File: src/rtl/sprite_pkg.sv
// Shared types and defaults for the sprite blitter slice.
package sprite_pkg;

  localparam int COLOR_W = 3;
  localparam logic [COLOR_W-1:0] DEFAULT_TRANSPARENT_COLOR = 3'b000;
  localparam int DEFAULT_SCREEN_X = 160;
  localparam int DEFAULT_SCREEN_Y = 120;

  typedef enum logic [1:0] {
    IDLE,
    FETCH,
    DRAIN,
    DONE
  } blit_state_e;

endpackage

File: src/rtl/sprite_blitter_if.sv
// Game-logic handshake, sprite ROM port and VGA adapter write port of the blitter.
interface sprite_blitter_if
  import sprite_pkg::*;
#(
  parameter int WIDTH_X  = 8,
  parameter int WIDTH_Y  = 7,
  parameter int SWIDTH_X = 4,
  parameter int SWIDTH_Y = 3
);
  logic                start;
  logic [WIDTH_X-1:0]  pos_x;
  logic [WIDTH_Y-1:0]  pos_y;
  logic                busy;
  logic                done;
  logic [SWIDTH_X-1:0] rom_x;
  logic [SWIDTH_Y-1:0] rom_y;
  logic [COLOR_W-1:0]  rom_color;
  logic [WIDTH_X-1:0]  vga_x;
  logic [WIDTH_Y-1:0]  vga_y;
  logic [COLOR_W-1:0]  vga_color;
  logic                vga_plot;

  modport master (
    input  start, pos_x, pos_y, rom_color,
    output busy, done, rom_x, rom_y, vga_x, vga_y, vga_color, vga_plot
  );

  modport slave (
    output start, pos_x, pos_y, rom_color,
    input  busy, done, rom_x, rom_y, vga_x, vga_y, vga_color, vga_plot
  );
endinterface

File: src/rtl/blit_raster_counter.sv
// Row-major sprite-local (sx, sy) scan counter with clear, enable and last flag.
module blit_raster_counter #(
  parameter int SPRITE_W = 10,
  parameter int SPRITE_H = 6,
  parameter int SWIDTH_X = 4,
  parameter int SWIDTH_Y = 3
) (
  input  logic                clk,
  input  logic                resetn,
  input  logic                clear,
  input  logic                enable,
  output logic [SWIDTH_X-1:0] sx,
  output logic [SWIDTH_Y-1:0] sy,
  output logic                last
);
  localparam logic [SWIDTH_X-1:0] LAST_X = SWIDTH_X'(SPRITE_W - 1);
  localparam logic [SWIDTH_Y-1:0] LAST_Y = SWIDTH_Y'(SPRITE_H - 1);

  assign last = (sx == LAST_X) && (sy == LAST_Y);

  // NOTE: registers use non-blocking assignments so every flop samples pre-edge values.
  always_ff @(posedge clk) begin
    if (!resetn || clear) begin
      sx <= '0;
      sy <= '0;
    end else if (enable) begin
      if (sx != LAST_X) begin
        sx <= sx + 1'b1;
      end else begin
        sx <= '0;
        sy <= last ? '0 : sy + 1'b1;
      end
    end
  end
endmodule

File: src/rtl/sprite_blitter.sv
// Scans one sprite through its colour ROM and writes it to the frame buffer with clipping.
// Define SPRITE_TRANSPARENCY_EN to suppress plots of TRANSPARENT_COLOR pixels.
module sprite_blitter
  import sprite_pkg::*;
#(
  parameter int WIDTH_X  = 8,
  parameter int WIDTH_Y  = 7,
  parameter int SCREEN_X = DEFAULT_SCREEN_X,
  parameter int SCREEN_Y = DEFAULT_SCREEN_Y,
  parameter int SPRITE_W = 10,
  parameter int SPRITE_H = 6,
  parameter int SWIDTH_X = 4,
  parameter int SWIDTH_Y = 3,
  parameter logic [COLOR_W-1:0] TRANSPARENT_COLOR = DEFAULT_TRANSPARENT_COLOR
) (
  input logic              clk,
  input logic              resetn,
  sprite_blitter_if.master bus
);
`ifdef SPRITE_TRANSPARENCY_EN
  localparam bit TRANSP_EN = 1'b1;
`else
  localparam bit TRANSP_EN = 1'b0;
`endif
  localparam logic [WIDTH_X:0] SCREEN_X_L = (WIDTH_X + 1)'(SCREEN_X);
  localparam logic [WIDTH_Y:0] SCREEN_Y_L = (WIDTH_Y + 1)'(SCREEN_Y);

  blit_state_e         state_q, state_d;
  logic                cnt_clear, cnt_en, cnt_last, drain_q;
  logic [SWIDTH_X-1:0] sx, s1_sx;
  logic [SWIDTH_Y-1:0] sy, s1_sy;
  logic [WIDTH_X-1:0]  pos_x_q, vga_x_q;
  logic [WIDTH_Y-1:0]  pos_y_q, vga_y_q;
  logic [COLOR_W-1:0]  vga_color_q;
  logic                s1_valid, vga_plot_q;
  logic [WIDTH_X:0]    sum_x;
  logic [WIDTH_Y:0]    sum_y;
  logic                on_screen, opaque;

  blit_raster_counter #(
    .SPRITE_W (SPRITE_W),
    .SPRITE_H (SPRITE_H),
    .SWIDTH_X (SWIDTH_X),
    .SWIDTH_Y (SWIDTH_Y)
  ) u_raster (
    .clk    (clk),
    .resetn (resetn),
    .clear  (cnt_clear),
    .enable (cnt_en),
    .sx     (sx),
    .sy     (sy),
    .last   (cnt_last)
  );

  // NOTE: every signal gets a default before the case so no latch can be inferred.
  always_comb begin
    state_d   = state_q;
    cnt_clear = 1'b0;
    cnt_en    = 1'b0;
    unique case (state_q)
      IDLE: if (bus.start) begin
        state_d   = FETCH;
        cnt_clear = 1'b1;
      end
      FETCH: begin
        cnt_en = 1'b1;
        if (cnt_last) state_d = DRAIN;
      end
      DRAIN:   if (drain_q) state_d = DONE;
      DONE:    state_d = IDLE;
      default: state_d = IDLE;
    endcase
  end

  // NOTE: reset is synchronous; the whole pipeline is cleared so an aborted blit never plots.
  always_ff @(posedge clk) begin
    if (!resetn) begin
      state_q <= IDLE;
      drain_q <= 1'b0;
      pos_x_q <= '0;
      pos_y_q <= '0;
    end else begin
      state_q <= state_d;
      drain_q <= (state_q == DRAIN) && !drain_q;
      if (state_q == IDLE && bus.start) begin
        pos_x_q <= bus.pos_x;
        pos_y_q <= bus.pos_y;
      end
    end
  end

  // Stage 1 lines up with the registered ROM read; stage 2 drives the VGA port.
  assign sum_x     = {1'b0, pos_x_q} + (WIDTH_X + 1)'(s1_sx);
  assign sum_y     = {1'b0, pos_y_q} + (WIDTH_Y + 1)'(s1_sy);
  assign on_screen = (sum_x < SCREEN_X_L) && (sum_y < SCREEN_Y_L);
  assign opaque    = !(TRANSP_EN && (bus.rom_color == TRANSPARENT_COLOR));

  always_ff @(posedge clk) begin
    if (!resetn) begin
      s1_valid    <= 1'b0;
      s1_sx       <= '0;
      s1_sy       <= '0;
      vga_x_q     <= '0;
      vga_y_q     <= '0;
      vga_color_q <= '0;
      vga_plot_q  <= 1'b0;
    end else begin
      s1_valid    <= (state_q == FETCH);
      s1_sx       <= sx;
      s1_sy       <= sy;
      vga_x_q     <= sum_x[WIDTH_X-1:0];
      vga_y_q     <= sum_y[WIDTH_Y-1:0];
      vga_color_q <= bus.rom_color;
      vga_plot_q  <= s1_valid && on_screen && opaque;
    end
  end

  assign bus.rom_x     = sx;
  assign bus.rom_y     = sy;
  assign bus.vga_x     = vga_x_q;
  assign bus.vga_y     = vga_y_q;
  assign bus.vga_color = vga_color_q;
  assign bus.vga_plot  = vga_plot_q;
  assign bus.busy      = (state_q != IDLE);
  assign bus.done      = (state_q == DONE);
endmodule

File: src/flat_wrapper.sv
// flat-port wrapper written by rule: the top's interface ports become plain ports
module sprite_blitter_flat import sprite_pkg::*;
#(
  parameter int WIDTH_X  = 8,
  parameter int WIDTH_Y  = 7,
  parameter int SCREEN_X = DEFAULT_SCREEN_X,
  parameter int SCREEN_Y = DEFAULT_SCREEN_Y,
  parameter int SPRITE_W = 10,
  parameter int SPRITE_H = 6,
  parameter int SWIDTH_X = 4,
  parameter int SWIDTH_Y = 3,
  parameter logic [COLOR_W-1:0] TRANSPARENT_COLOR = DEFAULT_TRANSPARENT_COLOR
)
  (clk, resetn, bus_start, bus_pos_x, bus_pos_y, bus_rom_color, bus_busy, bus_done, bus_rom_x, bus_rom_y, bus_vga_x, bus_vga_y, bus_vga_color, bus_vga_plot);
  sprite_blitter_if #(.WIDTH_X(WIDTH_X), .WIDTH_Y(WIDTH_Y), .SWIDTH_X(SWIDTH_X), .SWIDTH_Y(SWIDTH_Y)) bus_i ();
  input logic clk;
  input logic resetn;
  input wire logic [$bits(bus_i.start)-1:0] bus_start;
  input wire logic [$bits(bus_i.pos_x)-1:0] bus_pos_x;
  input wire logic [$bits(bus_i.pos_y)-1:0] bus_pos_y;
  input wire logic [$bits(bus_i.rom_color)-1:0] bus_rom_color;
  output wire logic [$bits(bus_i.busy)-1:0] bus_busy;
  output wire logic [$bits(bus_i.done)-1:0] bus_done;
  output wire logic [$bits(bus_i.rom_x)-1:0] bus_rom_x;
  output wire logic [$bits(bus_i.rom_y)-1:0] bus_rom_y;
  output wire logic [$bits(bus_i.vga_x)-1:0] bus_vga_x;
  output wire logic [$bits(bus_i.vga_y)-1:0] bus_vga_y;
  output wire logic [$bits(bus_i.vga_color)-1:0] bus_vga_color;
  output wire logic [$bits(bus_i.vga_plot)-1:0] bus_vga_plot;
  assign bus_i.start = bus_start;
  assign bus_i.pos_x = bus_pos_x;
  assign bus_i.pos_y = bus_pos_y;
  assign bus_i.rom_color = bus_rom_color;
  assign bus_busy = bus_i.busy;
  assign bus_done = bus_i.done;
  assign bus_rom_x = bus_i.rom_x;
  assign bus_rom_y = bus_i.rom_y;
  assign bus_vga_x = bus_i.vga_x;
  assign bus_vga_y = bus_i.vga_y;
  assign bus_vga_color = bus_i.vga_color;
  assign bus_vga_plot = bus_i.vga_plot;
  sprite_blitter #(.WIDTH_X(WIDTH_X), .WIDTH_Y(WIDTH_Y), .SCREEN_X(SCREEN_X), .SCREEN_Y(SCREEN_Y), .SPRITE_W(SPRITE_W), .SPRITE_H(SPRITE_H), .SWIDTH_X(SWIDTH_X), .SWIDTH_Y(SWIDTH_Y), .TRANSPARENT_COLOR(TRANSPARENT_COLOR)) u_core (.clk(clk), .resetn(resetn), .bus(bus_i));
endmodule
File: config.mk
export PLATFORM = sky130hd
export DESIGN_NAME = sprite_blitter_flat
export DESIGN_NICKNAME = d
export VERILOG_FILES = /design/src/rtl/sprite_pkg.sv /design/src/rtl/sprite_blitter_if.sv /design/src/rtl/blit_raster_counter.sv /design/src/rtl/sprite_blitter.sv /design/src/flat_wrapper.sv
export SDC_FILE = /design/constraint.sdc
export NUM_CORES = 1
export LEC_CHECK = 0
export CAP_MARGIN = 5
export CORE_MARGIN = 1
export CORE_UTILIZATION = 52
export CTS_BUF_LIST = sky130_fd_sc_hd__clkbuf_4 sky130_fd_sc_hd__clkbuf_8
export DETAILED_ROUTE_END_ITERATION = 7
export PLACE_DENSITY = 0.81
export SLEW_MARGIN = 20
export SYNTH_ARGS = -nofsm -noshare
export SYNTH_HDL_FRONTEND = slang
export SYNTH_SLANG_ARGS = --single-unit
File: constraint.sdc
create_clock -name clk -period 4.35 [get_ports clk]
set_clock_uncertainty 0.1 [all_clocks]
set_input_delay 0.435 -clock clk [delete_from_list [all_inputs] [get_ports clk]]
set_output_delay 0.435 -clock clk [all_outputs]
set_load 0.05 [all_outputs]
==> results.cfg <==
[die]
die_w_um = 66.9
core_um2 = 4030
io_pins = 49
core.rowCount = 23
die_h_um = 66.9
die-area_um2 = 4470
start_util = 0.543

[yosys]
synth_edf_count = 0
synth_top_family_by_area = simple AND/OR/NAND/NOR gates
synth.area.top_cells = dfxtp_1 48%, ha_1 8.0%, nand2_1 6.3%
synth_compound_area_frac = 0.127
syn-instance-count = 239
ys_seq_area_frac = 0.476
yosysWarnings = 0
syn_area_um2 = 2190
synthFlopType = dfxtp_1
ys_types = 37
synth_simple_gate_area_frac = 0.213
synthMuxAreaShare = 0.00915
synth_top_area_frac = 0.476
async_flop_share = 0
yosys.area_share.adder = 0.0983
syn-num-nets = 276
yosys.area.top_type = dfxtp_1
postSynthAreaPerCell_um2 = 9.16
ys_seq_elements = 52
synth_xor_area_frac = 0.0400

[layout]
nets = 323
drive_above_1_share = 0.0523
area_growth_pct = 27.8
final_core_util = 0.694
stdcell_count = 337
antenna_cells = 0

[clock_tree]
cts_tree = built
holdBufCountCts = 0
clock_path_buffers = 2
path_clk_slew_ps = 90
clk_latency_ps = 300
h-tree-depth = 2
cts.sinks = 52
cts_setup_buffers = 0
cts_made_buffers = 5
cts-root-buf = clkbuf_8
cts-resized-gates = 0

[worst_setup_path]
crit_fanout = 4
r2r-end = u_core.bus.vga_plot
r2r_cells = 8
crit_chain = inv_1, ha_1, inv_1, clkdlybuf4s50_1
slowest_delay_ps = 800
crit_path_frequent_cell = inv_1
endpoint_kind = output port
path_class = reg -> out
reg2reg_from = u_core.pos_y_q[0]
critPathArrivalTime_ps = 1900
ff2ff_setup_slack_ps = 2270
start_kind = flip-flop
cp_slowest_cell = clkdlybuf4s50_1
startpoint = u_core.state_q[1]
crit_required_ps = 3820
crit_end = bus_busy

[hold_path]
hold_class = reg -> reg

[detailed_routing]
wl_per_cell_um = 12.5
wl_um = 4210
drt-initial-drc-count = 107
drc = 0
drtPass1Iterations = 4
via_per_inst = 5.04
vias = 1700
ant_nets = 0

[global_routing]
antenna_found_initial = 0
gr-total-overflow = 0
grt_pass1_vias = 1544
grt_max_degree = 33
grt_pass1_wl_um = 6870
grt_use_total = 0.211

[placement]
port_buffers = 48
dp_hpwl_um = 2930
place.gp.congestion = 0.789
placedCellCount = 329

[flow_run]
drv_cap = 0

[power]
peakVddDrop_mv = 0.335
p_per_area_nw_per_um2 = 459
leakage_nw = 1.07

[timing]
setup_tns_ps = 0
hold_viol = 0
min_period_ps = 2440
setup-violations-final = 0
worstMarginPinSlew_ps = 928
max_slew_margin = 0.381
rsz0062_at_grt = no
fmax_mhz = 411
slew_violations = 0
finalCritPeriodShare = 0.560

[outcome]
status = completed
-- critical path, delay by kind of cell (launching register included) --
family / cells / cell delay, ps
adders and majority gates: 1 / 210
DFF: 1 / 400
buffers and inverters: 3 / 990
-- layer usage --
metal | vias to the layer above | track usage | routed length, um | part of all wire
met5 | - | 0 | 0 | 0
met4 | 0 | 0.0904 | 67 | 0.016
met3 | 7 | 0.0565 | 191 | 0.045
met2 | 38 | 0.341 | 1910 | 0.45
met1 | 771 | 0.261 | 2040 | 0.48
li1 | 884 | - | - | -
-- cells in the mapped netlist (4+ instances only) --
| master | number |
|---|---|
| nor2_1 | 16 |
| nor3_1 | 7 |
| dfxtp_1 | 52 |
| clkbuf_1 | 7 |
| xor2_1 | 6 |
| o21ai_0 | 7 |
| nand3_1 | 5 |
| inv_1 | 13 |
| nand2_1 | 37 |
| xnor2_1 | 4 |
| ha_1 | 14 |
| a21oi_1 | 23 |
| nor2b_1 | 6 |
| and2_1 | 13 |
-- sequential cells by signal, indices dropped and copies added, names as in the netlist, 4 cells and up --
signal	cells
u_core.s1_sx	4
u_core.pos_y_q	7
u_core.u_raster.sx	4
u_core.bus.vga_x	8
u_core.pos_x_q	8
u_core.bus.vga_y	7
-- logic make-up (layout without fill, tap and decap cells) --
family | Yosys count | count (layout)
AOI/OAI and AO/OA | 43 | 43
xor gates and xnor gates | 10 | 10
adders and majority gates | 16 | 16
buffers and inverters | 21 | 69
DFF | 52 | 52
muxes | 2 | 2
and+or+nand+nor | 95 | 95
-- layout make-up --
class / count / area (um2)
tap: 50 / 62.6
clock buffer: 7 / 90.1
timing repair buffer: 48 / 480
fill: 325 / 1230
multi-input combinational: 166 / 1070
inverter: 13 / 48.8
clock inverter: 1 / 7.51
sequential: 52 / 1040
-- where the power goes --
part | internal [mW] | total [mW] | switching (mW)
sequential | 0.538 | 0.587 | 0.0486
combinational | 0.151 | 0.409 | 0.258
clock | 0.136 | 0.288 | 0.153
-- worst min-delay path by stage --
stage	from	to	slack, ps	cells after the start
finish	u_core.drain_q	u_core.drain_q	350	1
global route	u_core.drain_q	u_core.drain_q	370	1
CTS	u_core.drain_q	u_core.drain_q	350	1
detailed placement	u_core.drain_q	u_core.drain_q	330	1
global placement	u_core.drain_q	u_core.drain_q	330	1
floorplan	u_core.drain_q	u_core.drain_q	320	1
-- placed cells by master, fill, tap and decap left out, drive strengths merged, types with 3 or more instances in the layout --
cell / n
o21ai: 8
xor2: 6
clkdlybuf4s50: 48
nor2: 16
inv: 13
nand3: 5
nand2: 37
and2: 13
ha: 14
xnor2: 4
a211oi: 3
clkbuf: 7
nor3: 8
nor2b: 6
dfxtp: 52
a21oi: 24
-- through the flow --
stage                     setup WS, ps  power (mW)  hold slack [ps]  cell area (um2)
after CTS                         1910        1.29              350             2800
after global routing              1810        1.36              374             2800
after detailed placement          2040        1.01              333             2700
after floorplan                   2500       0.883              319             2190
final                             1910        1.28              349             2800
after global placement            2080       0.997              331             2700
Power figures use the tool's default switching activity.
